==> config.mk <==
export PLATFORM = sky130hd
export DESIGN_NAME = mem_bus_arbiter
export DESIGN_NICKNAME = d
export VERILOG_FILES = /design/src/rtl/mem_bus_arbiter.sv
export SDC_FILE = /design/constraint.sdc
export NUM_CORES = 1
export LEC_CHECK = 0
export ABC_AREA = 1
export CORE_AREA = 2 2 200 202
export CTS_CLUSTER_DIAMETER = 80
export DETAILED_ROUTE_END_ITERATION = 16
export DIE_AREA = 0 0 202 204
export GPL_TIMING_DRIVEN = 1
export PLACE_DENSITY_LB_ADDON = 0.1
export SYNTH_ARGS = -nofsm -noshare
export SYNTH_HDL_FRONTEND = slang
export SYNTH_SLANG_ARGS = --single-unit
==> constraint.sdc <==
create_clock -name clk -period 4.15 [get_ports clk]
set_input_delay 0.83 -clock clk [delete_from_list [all_inputs] [get_ports clk]]
set_output_delay 0.83 -clock clk [all_outputs]
set_load 0.01 [all_outputs]
==> src/rtl/mem_bus_arbiter.sv <==
// mem_bus_arbiter: shares one memory port between the instruction-fetch bus
// and the data bus. Each transaction is a single beat. The arbiter latches
// the winning request, holds the grant until the downstream response is
// complete, then returns the response to the bus that owns the grant.
//
// Optional feature macro: ARB_ROUND_ROBIN_EN. When it is defined, a tie is
// won by the requester that did not own the previous grant. When it is not
// defined, the data bus always wins a tie.
//
// IDATA_W must equal DATA_W/2.
//
// state | meaning
// ------+-----------------------------------------------------------------
// IDLE  | no grant; if a request is present, pick a winner and latch it
// BUSY  | creq_* presented from the latched copy until the last beat returns
// RESP  | one-cycle addr_ok/data_ok pulse to the owner, then back to IDLE

module mem_bus_arbiter #(
    parameter int ADDR_W  = 64,
    parameter int DATA_W  = 64,
    parameter int IDATA_W = 32
) (
    input  logic                  clk,
    input  logic                  reset,

    input  logic                  ireq_valid,
    input  logic [ADDR_W-1:0]     ireq_addr,
    output logic                  iresp_addr_ok,
    output logic                  iresp_data_ok,
    output logic [IDATA_W-1:0]    iresp_data,

    input  logic                  dreq_valid,
    input  logic [ADDR_W-1:0]     dreq_addr,
    input  logic [2:0]            dreq_size,
    input  logic [DATA_W/8-1:0]   dreq_strobe,
    input  logic [DATA_W-1:0]     dreq_data,
    output logic                  dresp_addr_ok,
    output logic                  dresp_data_ok,
    output logic [DATA_W-1:0]     dresp_data,

    output logic                  creq_valid,
    output logic                  creq_is_write,
    output logic [2:0]            creq_size,
    output logic [ADDR_W-1:0]     creq_addr,
    output logic [DATA_W/8-1:0]   creq_strobe,
    output logic [DATA_W-1:0]     creq_data,
    input  logic                  cresp_ready,
    input  logic                  cresp_last,
    input  logic [DATA_W-1:0]     cresp_data
);

    localparam int STRB_W = DATA_W / 8;

    typedef enum logic [1:0] {
        IDLE = 2'd0,
        BUSY = 2'd1,
        RESP = 2'd2
    } state_t;

    typedef enum logic {
        OWN_INSTR = 1'b0,
        OWN_DATA  = 1'b1
    } owner_t;

    state_t               state, state_nx;
    owner_t               owner;
    logic                 req_any;
    logic                 grant_data;
    logic                 beat_done;

    logic                 req_is_write;
    logic [2:0]           req_size;
    logic [ADDR_W-1:0]    req_addr;
    logic [STRB_W-1:0]    req_strobe;
    logic [DATA_W-1:0]    req_data;
    logic [DATA_W-1:0]    rdata;

    assign req_any   = ireq_valid | dreq_valid;
    assign beat_done = cresp_ready & cresp_last;

`ifdef ARB_ROUND_ROBIN_EN
    owner_t last_owner;

    // Tie goes to whoever did not hold the previous grant; a lone requester always wins.
    always_comb begin
        grant_data = dreq_valid;
        if (dreq_valid && ireq_valid) begin
            grant_data = (last_owner == OWN_INSTR);
        end
    end

    // Remember who was served, recorded as the response is handed back.
    always_ff @(posedge clk) begin
        if (reset) begin
            last_owner <= OWN_INSTR;
        end else if (state == RESP) begin
            last_owner <= owner;
        end
    end
`else
    // Fixed priority: a memory-stage stall blocks the whole pipeline, so data wins.
    always_comb begin
        grant_data = dreq_valid;
    end
`endif

    // State register.
    always_ff @(posedge clk) begin
        if (reset) begin
            state <= IDLE;
        end else begin
            state <= state_nx;
        end
    end

    // Next-state logic: IDLE -> BUSY -> RESP -> IDLE, no grant straight out of RESP.
    always_comb begin
        state_nx = state;
        case (state)
            IDLE:    if (req_any)   state_nx = BUSY;
            BUSY:    if (beat_done) state_nx = RESP;
            RESP:    state_nx = IDLE;
            default: state_nx = IDLE;
        endcase
    end

    // Capture the winner's request in IDLE so later input changes cannot disturb the bus.
    always_ff @(posedge clk) begin
        if (reset) begin
            owner        <= OWN_INSTR;
            req_is_write <= 1'b0;
            req_size     <= 3'b000;
            req_addr     <= '0;
            req_strobe   <= '0;
            req_data     <= '0;
        end else if (state == IDLE && req_any) begin
            if (grant_data) begin
                owner        <= OWN_DATA;
                req_is_write <= |dreq_strobe;
                req_size     <= dreq_size;
                req_addr     <= dreq_addr;
                req_strobe   <= dreq_strobe;
                req_data     <= dreq_data;
            end else begin
                owner        <= OWN_INSTR;
                req_is_write <= 1'b0;
                req_size     <= 3'b010;
                req_addr     <= ireq_addr;
                req_strobe   <= '0;
                req_data     <= '0;
            end
        end
    end

    // Hold the returned beat for the response cycle.
    always_ff @(posedge clk) begin
        if (reset) begin
            rdata <= '0;
        end else if (state == BUSY && beat_done) begin
            rdata <= cresp_data;
        end
    end

    // Output decode. Responses are gated by the owner's valid, so a requester
    // that gave up mid-transaction gets no pulse even though the beat completed.
    always_comb begin
        creq_valid    = 1'b0;
        creq_is_write = 1'b0;
        creq_size     = 3'b000;
        creq_addr     = '0;
        creq_strobe   = '0;
        creq_data     = '0;
        iresp_addr_ok = 1'b0;
        iresp_data_ok = 1'b0;
        iresp_data    = '0;
        dresp_addr_ok = 1'b0;
        dresp_data_ok = 1'b0;
        dresp_data    = '0;
        case (state)
            BUSY: begin
                creq_valid    = 1'b1;
                creq_is_write = req_is_write;
                creq_size     = req_size;
                creq_addr     = req_addr;
                creq_strobe   = req_strobe;
                creq_data     = req_data;
            end
            RESP: begin
                if (owner == OWN_INSTR && ireq_valid) begin
                    iresp_addr_ok = 1'b1;
                    iresp_data_ok = 1'b1;
                    iresp_data    = req_addr[2] ? rdata[DATA_W-1:IDATA_W]
                                                : rdata[IDATA_W-1:0];
                end
                if (owner == OWN_DATA && dreq_valid) begin
                    dresp_addr_ok = 1'b1;
                    dresp_data_ok = 1'b1;
                    dresp_data    = rdata;
                end
            end
            default: ;
        endcase
    end

endmodule
==> impl.org, run 1 <==
** Power
- Worst voltage drop across the vdd grid :: 0.2713 mV
- Leak :: 5.965 nW
- The completed layout was analyzed and its total power is approximately 5.4 mW.
- Ratio of total power to cell area :: 337.4 nW/um^2

** Floorplanning
- Ports :: 514
- For this configuration, the core starts out at a cell density of 0.2493.
- The die is 202 um wide.
- Die Y-Extent :: 204 um
- The floorplan has 73 rows.
- In this run the standard cell core region covers 39,180 sq um.
- The floorplan step defined a die boundary enclosing 41,210 sq um.

** Synth
- The average instance in the mapped netlist occupies 6.380 sq um.
- The share of the Yosys chip area taken by registers is 0.4242.
- Synthesis produced a netlist with a net count of 1,804.
- The synthesized netlist occupies a cell area of 9768 sq um.
- The number of different library cells used by synthesis comes to 16.
- For this run, the number of Yosys warnings is 0.
- In this run, synthesis produced a sequential element count of just over 200.
- Number of instances in the synthesized netlist :: 1,531

** Global route
- Wire length of the first global-routing pass :: between 60,000 and 70,000 um
- Number of antenna violations at the first check in global routing :: 5
- The via count of the first global-routing pass came to about 10k.
- Across every metal layer, demand over resource in global routing totals 0.1867.
- Summed over all layers, the global routing overflow is 0.
- Entering global routing, the biggest net connects about 110 pins.

** Timing
- Derived from the worst setup path, the maximum achievable clock frequency is 292.1 MHz.
- Min Tclk post-route :: approximately 3.4 ns
- The number of endpoints with negative hold slack in the final report is 0.
- Summed over all failing endpoints, the final setup total negative slack is 0 ns.
- Slew Viols, Final :: 0
- Final setup viols :: 0
- Measured against its own limit, the worst slew margin works out to 0.2164.
- Setup repair after global routing missed its margin :: false
- The clock arrives with ~0.016 ns of skew.
- In the finished design, the share of the clock period the worst path needs comes to 0.8248.
- Worst-Margin Slew :: 1.175 ns

** Routing
- The first routing iteration left 492 violations.
- The first detailed-routing pass took 5 iterations.
- The detailed router placed 10.95k vias in this run.
- Using the TritonRoute via totals, the vias-per-cell ratio works out to roughly 4.3.
- After detailed routing, the total wire length is 40,610 um.
- DRC violation count after routing :: 0
- The count of nets left with antenna violations once routing finished came out at 0.
- Dividing the detail-routed wire length by the instance count gives about 16 um.

** Clock tree
- After clock tree synthesis, the repair step resized 0 gates.
- Clock slew at reported path FFs :: 0.06 ns
- TritonCTS built the clock tree.
- Post-cts hold buffer count :: 0
- Root Driver :: sky130_fd_sc_hd__clkbuf_16
- Clock tree synthesis found a total of roughly 210 sinks.
- Buffers inserted during post-CTS setup optimization :: 0
- The clock reaches the later pin of the worst-skew pair after 0.53 ns.
- The number of clock buffers added by TritonCTS is 26.
- H-Tree Level Count :: 1
- No sink is reached through more buffers than the 3 on the longest clock path.

** Finish
- Net count, final :: 2,251
- Of the cells placed in the final design, the portion with a size suffix greater than 1 is 0.03460.
- Growth of design area from synthesis to finish :: 63.94%

** Setup path
- The worst setup path is of the primary input to output pin kind.
- Start of the worst register-to-register path :: state[0]$_SDFFE_PP0P_
- Data on the critical path is required at its endpoint by approximately 3.3 ns.
- Slowest stage cell on the critical path :: sky130_fd_sc_hd__clkdlybuf4s50_1
- The worst setup path is launched from a primary input.
- CP max FO :: 33
- The critical path goes through clkdlybuf4s50_1 > inv_1 > nor2_1 > nand2_1 > buf_4 > a21oi_1 > clkdlybuf4s50_1.
- Kind of cell with the highest combined delay on the critical path :: buffers and inverters
- STA classifies the critical path endpoint as an output pin.
- For flop-to-flop paths, the worst setup slack is 2.25 ns.
- Tracing the worst setup path back leads to its startpoint at ireq_valid.
- STA puts the critical path data arrival time at around 2.6 ns.
- CP Buf/Inv Count :: 4
- Endpoint of the worst register-to-register path :: rdata[50]$_SDFFE_PP0P_
- Depth of the most critical reg-to-reg path :: 4
- Cell seen most often among critical-path stages :: sky130_fd_sc_hd__clkdlybuf4s50_1
- On the worst path, the slowest cell contributes a delay of 0.56 ns.

** Outcome
- Status :: finished clean

** Hold path
- Start point of the worst min-delay path :: req_addr[43]$_SDFFE_PP0P_
- Hold Path Stages :: 2
- The worst hold path belongs to the class register to register.
- Worst hold endpoint :: req_addr[43]$_SDFFE_PP0P_

** Place
- Detailed placement finished with a half-perimeter wire length of 29,930 um.
- The congestion estimate from routability-driven global placement came to 0.8212.
- The count of buffers added on input and output ports is 513.

** Job
- Max-cap violations :: 0
==> layer usage <==
metal  vias to the layer above  track usage  share of wire
li1                       5580            -              -
met1                      4914       0.2189           0.41
met2                       394       0.3203           0.47
met3                        63      0.05788          0.088
met4                         0      0.06801          0.033
met5                         -            0              0
==> stage by stage <==
step | util | setup slack, ns | instance area (sq um) | instances | hold WS [ns]
5_1_grt | 0.4086 | 0.6136 | 16010 | 2524 | 0.4733
3_3_place_gp | 0.3876 | 0.7543 | 15190 | 2475 | 0.4376
2_1_floorplan | - | 1.660 | 9768 | 1531 | 0.4294
3_5_place_dp | 0.3876 | 0.7566 | 15190 | 2475 | 0.4454
4_1_cts | 0.4083 | 0.7473 | 16000 | 2519 | 0.4542
6_report | 0.4087 | 0.7270 | 16010 | 2525 | 0.4489
==> cells by family (layout without fill, tap and decap cells) <==
logic type,after synthesis,after routing,synth area share
AO/OA/AOI/OAI,369,369,0.1902
buffers and inverters,328,791,0.1437
AND/OR/NAND/NOR,627,627,0.2418
other,0,6,0
flip-flops,207,207,0.4242
==> power breakdown <==
part | switching (mW) | internal (mW) | total, mW
clock | 0.881 | 1.31 | 2.19
combinational | 0.538 | 0.485 | 1.02
sequential | 0.0531 | 2.14 | 2.19
total | 1.47 | 3.93 | 5.40
==> state kept, by name, indices dropped and copies added, names as in the netlist <==
name / count
rdata: 64
req_addr: 64
req_data: 64
req_strobe: 8
req_size: 3
state: 2
owner: 1
req_is_write: 1
==> synth_stat cells <==
master	n	area [sq um]
sky130_fd_sc_hd__nor2_2	2	12.51
sky130_fd_sc_hd__dfxtp_1	207	4144
sky130_fd_sc_hd__o21ai_4	1	16.27
sky130_fd_sc_hd__nor2_1	211	792.0
sky130_fd_sc_hd__inv_2	5	18.77
sky130_fd_sc_hd__clkinv_1	1	3.750
sky130_fd_sc_hd__nand3_1	1	5.000
sky130_fd_sc_hd__a21oi_1	238	1191
sky130_fd_sc_hd__buf_6	9	101.4
sky130_fd_sc_hd__nand2_1	412	1546
sky130_fd_sc_hd__buf_4	14	105.1
sky130_fd_sc_hd__inv_1	207	777.0
sky130_fd_sc_hd__nand4_1	1	6.260
sky130_fd_sc_hd__buf_2	42	210.2
sky130_fd_sc_hd__o21ai_0	130	650.6
sky130_fd_sc_hd__clkbuf_1	50	187.7
==> layout by cell type (no fill, tap or decap), types with 2 or more instances in the layout <==
master,n
sky130_fd_sc_hd__clkdlybuf4s50_1,511
sky130_fd_sc_hd__nand2_1,412
sky130_fd_sc_hd__a21oi_1,238
sky130_fd_sc_hd__nor2_1,211
sky130_fd_sc_hd__inv_1,207
sky130_fd_sc_hd__dfxtp_1,207
sky130_fd_sc_hd__o21ai_0,130
sky130_fd_sc_hd__clkbuf_16,27
sky130_fd_sc_hd__buf_4,15
sky130_fd_sc_hd__clkbuf_1,7
sky130_fd_sc_hd__diode_2,6
sky130_fd_sc_hd__clkinv_2,6
sky130_fd_sc_hd__buf_12,6
sky130_fd_sc_hd__clkbuf_8,4
sky130_fd_sc_hd__inv_2,3
sky130_fd_sc_hd__nor2_2,2
sky130_fd_sc_hd__buf_2,2
==> tightest hold or removal path: cells and delay by family (launching register included) <==
kind | cells | cell delay, ns
DFF | 1 | 0.30
buffers and inverters | 1 | 0.06
AOI/OAI and AO/OA | 1 | 0.05
==> area by class of cell <==
type	count	area, sq um
clock inverters	6	55.05
diodes	6	15.01
inverters	213	803.3
multi-input cells	996	4225
clock buffers	38	757.0
flip-flops and latches	207	4144
well taps	525	656.9
repair buffers	534	5358
fillers	4185	23170
==> how the worst max path moves through the flow <==
stage                     end  slack, ns  cells after the start
2_1_floorplan   dresp_data_ok       1.66                      6
3_3_place_gp   iresp_data[23]       0.75                      7
3_5_place_dp    iresp_data[9]       0.76                      7
4_1_cts         creq_addr[63]       0.75                      6
5_1_grt         creq_addr[19]       0.61                      6
6_report        iresp_data[9]       0.73                      7
Power figures use the tool's default switching activity.
==> run 2, diff against run 1 <==
--- a/config.mk
+++ b/config.mk
@@ -6,10 +6,10 @@
 export NUM_CORES = 1
 export LEC_CHECK = 0
 export ABC_AREA = 1
-export CORE_AREA = 2 2 200 202
+export CORE_AREA = 2 2 201 203
 export CTS_CLUSTER_DIAMETER = 80
 export DETAILED_ROUTE_END_ITERATION = 16
-export DIE_AREA = 0 0 202 204
+export DIE_AREA = 0 0 203 205
 export GPL_TIMING_DRIVEN = 1
 export PLACE_DENSITY_LB_ADDON = 0.1
 export SYNTH_ARGS = -nofsm -noshare
==> constraint.sdc (replaced) <==
create_clock -name clk -period 3.35 [get_ports clk]
set_input_delay 0.67 -clock clk [delete_from_list [all_inputs] [get_ports clk]]
set_output_delay 0.67 -clock clk [all_outputs]
set_load 0.01 [all_outputs]
==> run 2 against run 1 <==
Non-clock buffer count up 1. First-iteration DRC count up 32%. Combinational power up 25%. Hold slack better by 0.00093 ns. Critical path depth down 1.
==> impl.org, run 2 (synthesized netlist as in run 1, its figures left out) <==
** Finish
- Net count, final :: 2,253 (+0.089%)
- Area occupied by multi-input gates :: 4230 sq um (+0.12%)
- Leaving out fill and tap cells, the most frequent cell in the layout is sky130_fd_sc_hd__clkdlybuf4s50_1.
- In the final layout, the registers with the most flip-flops are rdata (64), req_addr (64), req_data (64).
- The total of fill cells in the finished design came to 4,153 (-0.76%).
- The share of the core filled with cells in the final layout is 0.4081 (-0.0005620).
- In the layout the commonest cells are sky130_fd_sc_hd__clkdlybuf4s50_1 (511), sky130_fd_sc_hd__nand2_1 (412), sky130_fd_sc_hd__a21oi_1 (238).
- Sequential cell area :: 4144 sq um (unchanged)
- Layout cell share with drive strength beyond 1 :: 0.03750 (+0.002896)
- From synthesis to final layout, the design area changed by 64.48%.

** Timing
- The number of setup violations in the final report is 0 (unchanged).
- The final setup TNS is 0 ns (unchanged).
- Of the available clock period, the critical path in the final layout requires 0.9627.
- Worst-Margin Slew :: 0.9069 ns (-0.2684 ns)
- Hold violation total from the final report :: 0 (unchanged)
- The worst path in the final design needs a cycle of 3.225 ns, including I/O delays and setup.
- Setup repair after global routing left no endpoint under its margin.
- The final number of max-transition violations is 0 (unchanged).
- The relative slew slack was 0.3954 (+0.1790).
- The worst clock skew came to 0.01501 ns (-0.0009188 ns).
- Achievable Freq :: 310.1 MHz
- Worst hold-check slack :: 0.4498 ns (+0.0009260 ns)

** Clock tree
- Root Driver :: sky130_fd_sc_hd__clkbuf_16
- The number of setup buffers added after CTS was 0 (unchanged).
- The depth of the CTS H-tree came to 1 (unchanged).
- The source-to-sink clock delay at the later pin of the worst-skew pair was 0.54 ns (about the same).
- Clock slew at reported path FFs :: 0.06 ns (about the same)
- The sink count of the clock tree was 207 (unchanged).
- TritonCTS built the clock tree.
- The number of CTS-inserted buffers was 27 (+3.8%).
- Maximum clock insertion buffer count :: 3 (unchanged)

** Setup path
- STA classifies the critical path endpoint as an output pin.
- Data arrival time of the critical path :: 2.55 ns (-0.04 ns)
- The worst endpoint required time was 2.68 ns (-0.64 ns).
- Kind of start point of the critical path :: register
- The largest fanout on the critical path is 65 (+97%).
- The worst register-to-register path begins at state[1]$_SDFFE_PP0P_.
- Endpoint of the worst register-to-register path :: rdata[17]$_SDFFE_PP0P_
- Crit path kind :: register to output pin
- Worst setup slack for register-to-register paths :: 1.25 ns (-1.00 ns)
- The worst reg-to-reg path cell count was 6 (+2).

** Global route
- Maximum number of pins on one net before global-route repair :: 130 (+23%)
- The number of antenna violations at the first check in global routing is 3 (-2).
- The wire length of the first global-routing pass was 60,470 um (+0.26%).
- The via count of the first global-routing pass was 10.55k (+2.0%).
- The aggregate global routing overflow is 0 (unchanged).
- Aggregate global-route resource usage :: 0.1846 (-0.002101)

** Place
- IO Port Bufs :: 513 (unchanged)
- Half-perimeter wire length after placement :: 29,180 um (-2.5%)
- GP Congestion :: 0.8372 (+1.9%)

** Power
- Leak :: 5.987 nW (+0.38%)
- Worst voltage drop across the vdd grid :: 0.3204 mV (+18%)
- The ratio of total power to cell area came to 423.9 nW/um^2 (+26%).
- The part of the power in the clock network came to 0.415 (+0.009).
- Fraction of power consumed by combinational cells :: 0.186 (-0.003)
- The switching power summed over all nets came to 1.858 mW (+26%).
- The sequential share of power came to 0.399 (-0.006).
- Int Pwr :: 4.953 mW (+26%)
- Sw Share :: 0.2728 (+0.0004283)

** Floorplanning
- Initial core utilization :: 0.2481 (-0.001157)
- The core region area was 39,370 sq um (+0.47%).
- The floorplan die width is 203 um (+0.50%).
- Site row count :: 73 (unchanged)
- Ports :: 514 (unchanged)
- The die outline height came to 205 um (+0.49%).
- The die footprint is 41,620 sq um (+0.99%).

** Routing
- Post-DR wirelength/cell :: 16.04 um (-0.29%)
- Via Count :: 10.94k (-0.073%)
- The iteration count of the initial detailed-routing pass is 5 (unchanged).
- The first-iteration detailed-routing DRC count is 651 (+32%).
- The average vias per placed instance came to 4.329 (-0.19%).
- The DRC violations left came to 0 (unchanged).
- Antenna-violating nets left :: 0 (unchanged)
- The final wirelength came to 40,540 um (-0.17%).

** Hold path
- Worst hold-check path type :: register to register
- Start point of the worst min-delay path :: req_addr[61]$_SDFFE_PP0P_
- For hold timing, the worst endpoint is req_addr[61]$_SDFFE_PP0P_.
- Hold Path Stages :: 2 (unchanged)

** Job
- The number of max-cap violations was 0 (unchanged).

** Outcome
- The run finished with clean final reports.
-- run 2: cell count changes in the layout (fill, tap and decap cells not counted), moves of 2 or more --
cell | before | now
sky130_fd_sc_hd__clkinv_2 | 6 | 2
sky130_fd_sc_hd__inv_6 | 0 | 2
sky130_fd_sc_hd__diode_2 | 6 | 3
sky130_fd_sc_hd__nor2_1 | 211 | 209
sky130_fd_sc_hd__clkbuf_1 | 7 | 9
sky130_fd_sc_hd__buf_4 | 15 | 17
sky130_fd_sc_hd__clkbuf_8 | 4 | 10
sky130_fd_sc_hd__nor2_2 | 2 | 4
-- run 2: routing by layer --
metal,part of all wire,wire length [um],global-route usage
met1,0.41,16510,0.2171
met2,0.49,19910,0.3296
met3,0.079,3194,0.04979
met4,0.023,930,0.05031
met5,0,0,0
-- run 2: area by class of cell --
class | count | share of cell area
inverters | 213 | 0.05015
flip-flops and latches | 207 | 0.2579
diodes | 3 | 0.0004673
clock inverters | 3 | 0.001402
repair buffers | 535 | 0.3332
well taps | 525 | 0.04088
clock buffers | 46 | 0.05272
multi-input cells | 996 | 0.2633
-- run 2: repair_timing --
action                     4_1_cts  5_1_grt
setup endpoints to repair        0       40
hold endpoints to repair         0        0
hold buffers                     0        0
gates resized for setup          0        3
-- run 2: worst max-delay path, stage by stage, from the launching register on --
cell	delay [ns]
sky130_fd_sc_hd__dfxtp_1	0.37
sky130_fd_sc_hd__inv_1	0.08
sky130_fd_sc_hd__nor2_2	0.22
sky130_fd_sc_hd__nand3_2	0.08
sky130_fd_sc_hd__buf_4	0.32
sky130_fd_sc_hd__nor2_1	0.29
sky130_fd_sc_hd__clkdlybuf4s50_1	0.58
-- run 2: how the worst max path moves through the flow --
stage | startpoint | end | slack, ns
final | state[1]$_SDFFE_PP0P_ | dresp_data[5] | 0.13
after global routing | state[0]$_SDFFE_PP0P_ | creq_addr[12] | 0.04
after CTS | state[1]$_SDFFE_PP0P_ | dresp_data[56] | 0.02
after detailed placement | ireq_valid | iresp_data[6] | 0.39
after global placement | ireq_valid | iresp_data[2] | 0.39
after floorplan | dreq_valid | dresp_data_ok | 1.18
-- run 2: power by group through the flow --
stage	sequential, mW	combinational (mW)	clock (mW)
after detailed placement	2.77	1.28	0
after global routing	2.73	1.41	3.03
after global placement	2.76	1.28	0
after CTS	2.71	1.29	2.94
final	2.71	1.27	2.83
after floorplan	2.75	0.642	0
-- run 2: stage by stage --
step | cells | worst slack [ns] | cell area (sq um) | power [mW]
global route | 2527 | 0.04322 | 16060 | 7.165
finish | 2528 | 0.1250 | 16070 | 6.811
CTS | 2525 | 0.02008 | 16050 | 6.942
detailed placement | 2476 | 0.3894 | 15180 | 4.046
global placement | 2476 | 0.3927 | 15180 | 4.042
floorplan | 1531 | 1.180 | 9768 | 3.392
